<file path="src/rtl/adv_timer_b_counter.sv">
// Advanced timer counter: prescaled sawtooth or up-down count with shadowed
// configuration, deferred reload at period end and a synchronised external tick.
module adv_timer_b_counter #(
    parameter int WIDTH       = 16,
    parameter int PRESC_WIDTH = 8
) (
    input  logic                   clk,
    input  logic                   reset,
    input  logic                   cmd_start_i,
    input  logic                   cmd_stop_i,
    input  logic                   cmd_update_i,
    input  logic                   cmd_reset_i,
    input  logic [WIDTH-1:0]       cfg_start_i,
    input  logic [WIDTH-1:0]       cfg_end_i,
    input  logic [PRESC_WIDTH-1:0] cfg_presc_i,
    input  logic                   cfg_updown_i,
    input  logic                   cfg_extsel_i,
    input  logic                   ext_i,
    output logic [WIDTH-1:0]       counter_o,
    output logic                   dir_o,
    output logic                   end_o,
    output logic                   active_o
);

    localparam logic [WIDTH-1:0]       ONE_W = {{(WIDTH-1){1'b0}}, 1'b1};
    localparam logic [PRESC_WIDTH-1:0] ONE_P = {{(PRESC_WIDTH-1){1'b0}}, 1'b1};

    typedef enum logic [0:0] {ST_IDLE = 1'b0, ST_RUN = 1'b1} state_e;

    state_e                 state_q, state_d;
    logic [WIDTH-1:0]       counter_q, counter_d;
    logic                   dir_q, dir_d;
    logic                   end_q, end_d;
    logic [PRESC_WIDTH-1:0] presc_cnt_q, presc_cnt_d;
    logic                   pending_q, pending_d;
    logic [WIDTH-1:0]       sh_start_q, sh_start_d, sh_end_q, sh_end_d;
    logic [PRESC_WIDTH-1:0] sh_presc_q, sh_presc_d;
    logic                   sh_updown_q, sh_updown_d, sh_extsel_q, sh_extsel_d;
    logic                   ext_meta_q, ext_sync_q, ext_prev_q;

    logic                   run_s, ext_rise_s, enable_s, tick_s, pend_req_s, load_s;
    logic [WIDTH-1:0]       step_cnt_s;
    logic                   step_dir_s, period_end_s;

    // FSM state register
    always_ff @(posedge clk or posedge reset) begin
        if (reset) begin
            state_q <= ST_IDLE;
        end else begin
            state_q <= state_d;
        end
    end

    // FSM next state: stop outranks start, cmd_reset_i never moves the state
    always_comb begin
        state_d = state_q;
        case (state_q)
            ST_IDLE: begin
                if (cmd_start_i && !cmd_stop_i) state_d = ST_RUN;
                else                            state_d = ST_IDLE;
            end
            ST_RUN: begin
                if (cmd_stop_i) state_d = ST_IDLE;
                else            state_d = ST_RUN;
            end
            default: state_d = ST_IDLE;
        endcase
    end

    // FSM output decode
    always_comb begin
        run_s = 1'b0;
        case (state_q)
            ST_RUN:  run_s = 1'b1;
            default: run_s = 1'b0;
        endcase
    end

    // ext_i synchroniser plus one delay flop for rising-edge detection
    always_ff @(posedge clk or posedge reset) begin
        if (reset) begin
            ext_meta_q <= 1'b0;
            ext_sync_q <= 1'b0;
            ext_prev_q <= 1'b0;
        end else begin
            ext_meta_q <= ext_i;
            ext_sync_q <= ext_meta_q;
            ext_prev_q <= ext_sync_q;
        end
    end

    assign ext_rise_s = ext_sync_q & ~ext_prev_q;
    assign enable_s   = run_s & ~cmd_stop_i & (sh_extsel_q ? ext_rise_s : 1'b1);
    assign tick_s     = enable_s & (presc_cnt_q == sh_presc_q);
    assign pend_req_s = cmd_update_i & run_s;

    // Counter value a tick would produce under the current shadow period
    always_comb begin
        step_cnt_s   = counter_q;
        step_dir_s   = dir_q;
        period_end_s = 1'b0;
        if (sh_start_q >= sh_end_q) begin
            step_cnt_s   = sh_start_q;
            step_dir_s   = 1'b0;
            period_end_s = 1'b1;
        end else if (!sh_updown_q) begin
            step_dir_s = 1'b0;
            if (counter_q == sh_end_q) begin
                step_cnt_s   = sh_start_q;
                period_end_s = 1'b1;
            end else begin
                step_cnt_s = counter_q + ONE_W;
            end
        end else if (!dir_q) begin
            if (counter_q == sh_end_q) begin
                step_cnt_s   = sh_end_q - ONE_W;
                step_dir_s   = 1'b1;
                period_end_s = 1'b1;
            end else begin
                step_cnt_s = counter_q + ONE_W;
            end
        end else begin
            if (counter_q == sh_start_q) begin
                step_cnt_s   = sh_start_q + ONE_W;
                step_dir_s   = 1'b0;
                period_end_s = 1'b1;
            end else begin
                step_cnt_s = counter_q - ONE_W;
            end
        end
    end

    // Command priority and tick application; a pending update replaces the wrap/turn
    always_comb begin
        counter_d   = counter_q;
        dir_d       = dir_q;
        end_d       = 1'b0;
        presc_cnt_d = presc_cnt_q;
        pending_d   = pending_q | pend_req_s;
        load_s      = 1'b0;
        if (cmd_reset_i) begin
            counter_d   = sh_start_q;
            dir_d       = 1'b0;
            presc_cnt_d = '0;
        end else if (cmd_update_i && !run_s) begin
            load_s      = 1'b1;
            counter_d   = cfg_start_i;
            dir_d       = 1'b0;
            presc_cnt_d = '0;
            pending_d   = 1'b0;
        end else if (tick_s && period_end_s && pending_q) begin
            load_s      = 1'b1;
            counter_d   = cfg_start_i;
            dir_d       = 1'b0;
            end_d       = 1'b1;
            presc_cnt_d = '0;
            pending_d   = 1'b0;
        end else if (tick_s) begin
            counter_d   = step_cnt_s;
            dir_d       = step_dir_s;
            end_d       = period_end_s;
            presc_cnt_d = '0;
        end else if (enable_s) begin
            presc_cnt_d = presc_cnt_q + ONE_P;
        end else begin
            presc_cnt_d = presc_cnt_q;
        end
    end

    // Shadow configuration next state
    always_comb begin
        if (load_s) begin
            sh_start_d  = cfg_start_i;
            sh_end_d    = cfg_end_i;
            sh_presc_d  = cfg_presc_i;
            sh_updown_d = cfg_updown_i;
            sh_extsel_d = cfg_extsel_i;
        end else begin
            sh_start_d  = sh_start_q;
            sh_end_d    = sh_end_q;
            sh_presc_d  = sh_presc_q;
            sh_updown_d = sh_updown_q;
            sh_extsel_d = sh_extsel_q;
        end
    end

    // Datapath and shadow registers
    always_ff @(posedge clk or posedge reset) begin
        if (reset) begin
            counter_q   <= '0;
            dir_q       <= 1'b0;
            end_q       <= 1'b0;
            presc_cnt_q <= '0;
            pending_q   <= 1'b0;
            sh_start_q  <= '0;
            sh_end_q    <= '0;
            sh_presc_q  <= '0;
            sh_updown_q <= 1'b0;
            sh_extsel_q <= 1'b0;
        end else begin
            counter_q   <= counter_d;
            dir_q       <= dir_d;
            end_q       <= end_d;
            presc_cnt_q <= presc_cnt_d;
            pending_q   <= pending_d;
            sh_start_q  <= sh_start_d;
            sh_end_q    <= sh_end_d;
            sh_presc_q  <= sh_presc_d;
            sh_updown_q <= sh_updown_d;
            sh_extsel_q <= sh_extsel_d;
        end
    end

    assign counter_o = counter_q;
    assign dir_o     = dir_q;
    assign end_o     = end_q;
    assign active_o  = run_s;

endmodule

</file>
<file path="config.mk">
export PLATFORM = sky130hd
export DESIGN_NAME = adv_timer_b_counter
export DESIGN_NICKNAME = d
export VERILOG_FILES = /design/src/rtl/adv_timer_b_counter.sv
export SDC_FILE = /design/constraint.sdc
export NUM_CORES = 1
export LEC_CHECK = 0
export CAP_MARGIN = 0
export CORE_UTILIZATION = 55
export CTS_CLUSTER_DIAMETER = 50
export DETAILED_ROUTE_END_ITERATION = 8
export GPL_TIMING_DRIVEN = 0
export PLACE_DENSITY = 0.78
export RECOVER_POWER = 50
export SKIP_LAST_GASP = 1
export SYNTH_ARGS = -nofsm -noshare
export SYNTH_HDL_FRONTEND = slang
export SYNTH_SLANG_ARGS = --single-unit
</file>
<file path="constraint.sdc">
create_clock -name clk -period 3.1 [get_ports clk]
set_clock_uncertainty 0.05 [all_clocks]
set_input_delay 0.31 -clock clk [delete_from_list [all_inputs] [get_ports clk]]
set_output_delay 0.31 -clock clk [all_outputs]
set_load 0.005 [all_outputs]
</file>
After elaboration in Yosys (flattened, before gate mapping)
Cells that the tools add are included.

word-level totals
  bits of input ports = 49
  output and inout port bits = 19
  word-level logic and storage cells = 83
  register bits = 73

cells by class
  add/sub/neg operators = 5
  order comparisons = 1
  mux-type cells = 43
  bitwise gates (word level) = 9
  reductions and logical operators = 8
  eq/ne operators = 3

operators by type and width
  operator                 count
  $mux W16                 10
  $mux W8                  5
  $add A16 B1 Y16 const B  2
  $eq A16 B16 Y1           2
  $sub A16 B1 Y16 const B  2
  $mux W1                  27
  $ge A16 B16 Y1           1
  $add A8 B1 Y8 const B    1
  $eq A8 B8 Y1             1
  $and A1 B1 Y1            5
  $reduce_bool A5 Y1       1
  $logic_and A1 B1 Y1      4
  $reduce_bool A4 Y1       1
  $not A1 Y1               3
  $logic_not A1 Y1         2
  $pmux W1 S2              1
  $or A1 B1 Y1             1

Longest topological paths before layout
Gate-level depths: netlist of the first run.

  word-level depth = 10
  mapped depth = 11
  gate-level depth less buffers = 9

Worst setup path after synthesis of the first run
Ideal clock, no wire load.

  kind = flip-flop to flip-flop
  from = reg sh_end_q[7]
  to = reg counter_q[1], in the netlist counter_o[1]
  library setup time = 0.135 ns
  required time = 2.915 ns
  clock period less this slack = 2.702 ns
  arrival time = 2.517 ns
  setup slack = 0.398 ns
  cell stages (with the launch flop) = 11
  buffers on the path = 1
  cells stage by stage = dfrtp_1 -> inv_1 -> ha_1 -> a211oi_1 -> o21ai_0 -> a2111oi_2 -> o21ai_1 -> o31a_4 -> buf_6 -> a221o_1 -> a2bb2oi_1

between the ends
  word-level cells in the longest chain between the ends = 10
  elaborated cells on any way between the ends = 18
  classes of those cells = order compare: 1; eq/ne: 1; mux: 13; reduce/logical: 3

ends and longest elaborated chain
  what                                                                     RTL line  source
  start, declared                                                          36        logic [WIDTH-1:0] sh_start_q, sh_start_d, sh_end_q, sh_end_d;
  start signal, assigned                                                   207       sh_end_q <= sh_end_d;
  parallel branches: the longest is 10 deep, another holds $ge A16 B16 Y1  -
  end signal, assigned                                                     201       counter_q <= counter_d;
  end, declared                                                            31        logic [WIDTH-1:0] counter_q, counter_d;

Several ways; the timed one is not identified. The select of a mux whose other input is x is not followed.
A chain may end at the register's enable or synchronous reset.

Worst setup path in the final report of the first run
  from = reg sh_end_q[10]
  to = reg counter_q[10], in the netlist counter_o[10]

between the ends
  word-level cells in the longest chain between the ends = 10
  elaborated cells on any way between the ends = 19
  classes of those cells = add/sub: 1; order compare: 1; eq/ne: 1; mux: 13; reduce/logical: 3

ends and longest elaborated chain
  what
  parallel branches: the longest is 10 deep, another holds $sub A16 B1 Y16

Several ways; the timed one is not identified. The select of a mux whose other input is x is not followed.

==> run metrics, run 1 <==
CTS tree yes; Filler cells 829; largest net degree at the start of global routing 50; initial DRC count roughly 720; DIE HEIGHT 106.3 um; status finished, violations left; Async S/R FF share, synth 100.0%; Max Fclk 316.8 MHz; relative slew slack roughly 13%; Design Area, Final between 7000 and 8000 um^2; DRC 0; number of synthesized register bits 73; final setup TNS -0.1439 ns; Hold WS slightly above 0.3 ns; Mapped Area 5983 um^2; synthesized area per cell ~9.0 um^2; Static Leak roughly 2.9 nW; GP Congestion 0.9764; clk sink count 73; Vias 6,062; MaxCap Viol Count 0; root buffer cell clkbuf_8; Final min period between 3 and 4 ns; Worst Tran Pin Value approximately 1.3 ns; Layout Nets a little over 800; hold buffer count at CTS 0; Routed Antenna Nets 0; Syn Nets between 700 and 800; die area between 10,000 and 15,000 um^2; ys flop type dfrtp_1; initial antenna violation count 0; Tcrit/Tclk final 101.8%; dpl ws -0.4126 ns; critical path arrival roughly 3.4 ns; layout cell share with drive strength beyond 1 between 10% and 20%; Pre-antenna DRT Iters 5; multi-input logic area around 3800 um^2; Critical Path Start Type flip-flop; Crit Path Max Fanout 10; dpl cell area 6854 um^2; ranking of synthesized cells by area dfrtp_1, xor2_1, xnor2_1, ha_1, mux2_2; Cell Rows 37; GRT overflow 0; Post-synth EDFFs 0; # H-tree levels 3; synth warn 0; Unique masters post-synth 76; I/O Buffers 67; Total Routing Usage GR 38.79%; CP Data Required Time between 3 and 4 ns; pwr dens around 1100 nW/um^2; critical path class reg -> reg; Post-Synthesis Cells 668; P&R area growth vs syn 19.80%; ANT cells 0; CP Capture Type flip-flop; Hold Violations, Final 0; die span in x between 100 and 150 um; Reg clk slew, reported paths 0.08 ns; Crit. Startpoint sh_end_q[10]$_DFFE_PP0P_; Worst VDD drop around 0.68 mV; vias in the first global route between 5,000 and 6,000; Clock Tree Buf Depth 2; reg-to-reg startpoint sh_end_q[10]$_DFFE_PP0P_; # IOs 68; Sequential Area roughly 1800 um^2; final slew viol count 0; register area share after synthesis 30.53%; hold path startpoint ext_meta_q$_DFF_PP0_; drt wl/cell 23.71 um; final worst slack -0.05622 ns; DR vias/cell around 6.8; Final setup viols 6; cell taking the most area after synthesis dfrtp_1; TritonCTS Buffers 9; min-delay worst type reg -> reg; top cell type's share of synthesized area between 30% and 40%; initial core utilization between 50 and 60%; Post-Route WL 21.17 mm; core area around 10,000 um^2; Final HPWL DP roughly 16 mm; first-pass GRT wire length about 33 mm; failing checks setup timing; clock latency on the worst-skew pair slightly below 0.4 ns
[cells in the final DEF (no fill, tap or decap), types with 21 or more instances in the layout]
master / count
dfrtp_1: 67
clkdlybuf4s50_1: 63
xor2_1: 57
nand2_1: 50
nor2_1: 39
o21ai_0: 34
xnor2_1: 32
buf_2: 24
inv_1: 24
clkbuf_1: 21
[cell families (layout without fill, tap and decap cells)]
group	count (synthesis)	count (layout)	share of synthesized area, %
muxes	36	36	6.838
AOI/OAI and AO/OA	157	157	19.64
xor gates and xnor gates	89	89	13.03
buffers and inverters	84	173	6.545
and+or+nand+nor	208	208	19.03
adders and majority gates	21	21	4.391
DFF	73	73	30.53
[what timing repair did]
item	in CTS	in global routing
buffers inserted	0	5
setup endpoints to repair	58	43
hold endpoints to repair	0	0
pin swaps	1	6
resized for setup	12	17
[registers in the layout (all words and copies together), names as in the netlist, 8 cells and up]
register	cells
sh_end_q	16
sh_start_q	16
counter_o	16
presc_cnt_q	8
sh_presc_q	8
[per-layer routing]
metal  share of wire, %  track usage, %  up-vias
met4                6.0           24.80        0
met2                 47           62.34      398
met1                 38           48.39     2950
met3                8.7           6.254       85
li1                   -               -     2629
met5                  0               0        -
[power breakdown]
| group | internal (mW) | leakage [nW] | switching, mW |
|---|---|---|---|
| Sequential | 1.36 | 0.882 | 0.525 |
| Clock | 0.375 | 0.101 | 0.411 |
| Combinational | 2.16 | 1.95 | 2.96 |
[critical path: stages, from the launching register on]
cell,delay [ns]
dfrtp_1,0.48
inv_1,0.10
ha_1,0.30
and3_1,0.17
a221o_1,0.36
a22oi_2,0.29
o21ai_2,0.18
o31a_4,0.33
buf_6,0.16
a221oi_1,0.44
o22ai_1,0.14
[per-stage QoR]
step | utilization [%] | instances | power [mW]
6_report | 68.82 | 893 | 7.785
5_1_grt | 68.82 | 893 | 8.176
4_1_cts | 68.11 | 888 | 7.445
3_5_place_dp | 65.80 | 872 | 6.515
3_3_place_gp | 65.51 | 871 | 6.411
2_1_floorplan | - | 668 | 4.996
[cell usage after synthesis, types with 3 or more instances]
cell and number:
a211oi_1 7, a21o_1 7, a21oi_1 19, a221o_1 4, a221oi_1 14, a22oi_1 3, a2bb2oi_1 5, a311oi_1 4
a31oi_1 3, and3_1 6, and4_1 4, buf_2 25, buf_6 5, clkbuf_1 26, dfrtp_1 73, ha_1 21
inv_1 25, mux2_1 11, mux2_2 18, mux2i_1 6, nand2_1 50, nand2b_1 4, nand3_1 20, nand4_1 12
nor2_1 40, nor2b_1 5, nor3_1 16, nor4_1 19, nor4_2 5, o211a_1 3, o211ai_1 7, o21ai_0 35
o221ai_1 4, o22ai_1 9, o31a_1 3, o31ai_1 4, or3_1 5, or4_1 5, xnor2_1 32, xor2_1 57
[area by class of cell]
cell class / count / share of cell area (%)
multi-input cells: 511 / 53.55
flip-flops and latches: 73 / 25.59
plain buffers: 59 / 4.329
well taps: 136 / 2.374
clock inverters: 6 / 0.9251
clock buffers: 10 / 1.780
inverters: 25 / 1.327
repair buffers: 73 / 10.12
[path summary, 6_finish.rpt]
kind,slack (ns),depth (start not counted),to
max,-0.06,10,counter_o[10]$_DFFE_PP0P_
min,0.31,0,ext_sync_q$_DFF_PP0_
max reg2reg,-0.06,10,counter_o[10]$_DFFE_PP0P_
min reg2reg,0.31,0,ext_sync_q$_DFF_PP0_
max in group asynchronous,0.58,3,sh_end_q[1]$_DFFE_PP0P_
min in group asynchronous,0.54,2,counter_o[8]$_DFFE_PP0P_
Note: power is estimated with default switching activity, not from simulation.
==> run 2: changes to the inputs <==
- SLEW_MARGIN: not set -> 20
- clock period: 3.1 -> 3.47 ns (I/O delays scaled with it)
==> run 2 against run 1 <==
Net effect:
- the run still ends with setup timing left
- die area did not move
- wire length is 1.1% lower
- clock power is 11% lower
- global-route usage hardly changed
- largest power group unchanged
==> run metrics, run 2 (same netlist as run 1, synthesis figures left out) <==
MaxCap Viol Count 0 (unchanged); vias in the first global route 5,998 (+0.33%); final slew viol count 0 (unchanged); Clock Tree Buf Depth 2 (unchanged); slowest stage cell, crit path dfrtp_1; GP Congestion 0.9764 (unchanged); sw frac 50.35% (+0.33 points); final worst slack -0.01019 ns (+0.04603 ns); DR vias/cell 6.667 (-1.8%); critical-path cell list ha_1, and3_1, a221o_1, a22oi_1, o21ai_1, buf_2, clkbuf_2, nor2_4, a221oi_1, a22oi_1; die area 11,300 um^2 (unchanged); Cell Rows 37 (unchanged); Routed Antenna Nets 0 (unchanged); # IOs 68 (unchanged); first-pass GRT wire length 32.56 mm (-0.13%); unrepaired setup endpoints after global routing no; die span in x 106.3 um (unchanged); non-filler cells in the finished layout 890 (-0.34%); Sequential Area 1827 um^2 (-0.41%); initial core utilization 57.44% (unchanged); layout cell share with drive strength beyond 1 13.13% (-2.3 points); pwr dens 954.6 nW/um^2 (-12%); min-delay worst type reg -> reg; critical path class reg -> reg; status finished, violations left; Static Leak 2.900 nW (-0.97%); Pre-antenna DRT Iters 5 (unchanged); dpl cell area 6854 um^2 (unchanged); Design Area, Final 7088 um^2 (-1.1%); Int Power 3.359 mW (-14%); Total Routing Usage GR 38.76% (about the same); DIE HEIGHT 106.3 um (unchanged); GRT overflow 0 (unchanged); Final min period 3.480 ns (+0.3240 ns); Post-Route WL 20.93 mm (-1.1%); drt wl/cell 23.51 um (-0.81%); CTS tree yes; CP Capture Type flip-flop; Filler cells 839 (+1.2%); ANT cells 0 (unchanged); TritonCTS Buffers 9 (unchanged); clock latency on the worst-skew pair 0.39 ns (about the same); Reg clk slew, reported paths 0.08 ns (about the same); Worst VDD drop 0.5836 mV (-14%); commonest non-fill, non-tap cells in the layout dfrtp_1, clkdlybuf4s50_1, xor2_1; Tcrit/Tclk final 100.3% (-1.5 points); P&R area growth vs syn 18.47%; Crit Path Max Fanout 10 (unchanged); Max Fclk 287.3 MHz (-9.3%); relative slew slack 13.10% (+0.28 points); Vias 5,934 (-2.1%); critical path arrival 3.69 ns (+0.33 ns); DRC 0 (unchanged); most common cell after layout, fill and taps aside dfrtp_1; I/O Buffers 67 (unchanged); Final setup viols 1 (-5); CP peak stage delay 0.61 ns (+0.13 ns); largest net degree at the start of global routing 50 (unchanged); Clk pwr share 10.4% (+0.3 points); initial DRC count 688 (-4.8%); register share of total power 24.7% (+0.5 points); Hold Violations, Final 0 (unchanged); Critical Path Start Type flip-flop; initial antenna violation count 0 (unchanged); Logic pwr share 64.9% (-0.8 points); # H-tree levels 3 (unchanged); root buffer cell clkbuf_8; CP Data Required Time 3.68 ns (+0.38 ns); Tot Pwr 6.767 mW (-13%); core area 10,420 um^2 (unchanged); Worst Tran Pin Value 1.303 ns (-0.004194 ns); placed insts 872 (unchanged); crit-path most repeated cell a22oi_1; failing checks setup timing; Layout Nets 819 (-0.36%); dpl ws -0.04265 ns (+0.3700 ns); clk sink count 73 (unchanged); Final HPWL DP 15.83 mm (unchanged); net switching power 3.407 mW (-13%); multi-input logic area 3800 um^2 (-1.0%)
## run 2: worst paths after layout
kind	from	end	slack [ns]	cells after the start
max	sh_start_q[10]$_DFFE_PP0P_	counter_o[0]$_DFFE_PP0P_	-0.01	10
min	ext_meta_q$_DFF_PP0_	ext_sync_q$_DFF_PP0_	0.31	0
max reg2reg	sh_start_q[10]$_DFFE_PP0P_	counter_o[0]$_DFFE_PP0P_	-0.01	10
min reg2reg	ext_meta_q$_DFF_PP0_	ext_sync_q$_DFF_PP0_	0.31	0
max in group asynchronous	reset	sh_start_q[1]$_DFFE_PP0P_	1.01	3
min in group asynchronous	reset	counter_o[8]$_DFFE_PP0P_	0.58	2
## run 2: area by class of cell
type	instances	share of cell area (%)
Buffer	59	4.219
Clock inverter	6	0.9356
Sequential cell	73	25.77
Multi-Input combinational cell	511	53.61
Tap cell	136	2.401
Inverter	25	1.342
Timing Repair Buffer	70	9.921
Clock buffer	10	1.801
## run 2: power groups by stage
stage | clock network [mW] | logic, mW | registers (mW)
after floorplan | 0 | 2.94 | 1.52
after global placement | 0 | 4.07 | 1.65
after CTS | 0.708 | 4.19 | 1.65
after global routing | 0.737 | 4.67 | 1.71
final | 0.701 | 4.39 | 1.67
after detailed placement | 0 | 4.16 | 1.66
## run 2: per-stage QoR
step | setup TNS (ns) | utilization (%) | hold slack [ns]
floorplan | 0 | - | 0.2812
global placement | -0.3498 | 65.51 | 0.2941
detailed placement | -0.04265 | 65.80 | 0.2894
CTS | 0 | 67.68 | 0.2450
global route | 0 | 68.05 | 0.3317
finish | -0.01019 | 68.05 | 0.3080
## run 2: timing repair
action                                  in CTS  in global routing
hold buffers                                 0                  0
cloned                                       0                  0
buffers inserted                             0                  2
pin swaps                                    0                  1
endpoints found under the hold margin        0                  0
gates resized for setup                      1                  6
endpoints found under the setup margin       1                 21
## run 2: per-layer routing
layer | GRT usage (%) | share of wire [%]
met1 | 48.28 | 39
met2 | 61.83 | 47
met3 | 6.928 | 8.6
met4 | 24.90 | 5.3
met5 | 0 | 0
## run 2: worst max-delay path, delay by kind of cell, from the launching register on
kind	cells	cell delay, ns
compound gates	5	1.38
flops	1	0.61
simple gates	2	0.41
fa+ha+maj	1	0.32
buf+inv	2	0.58
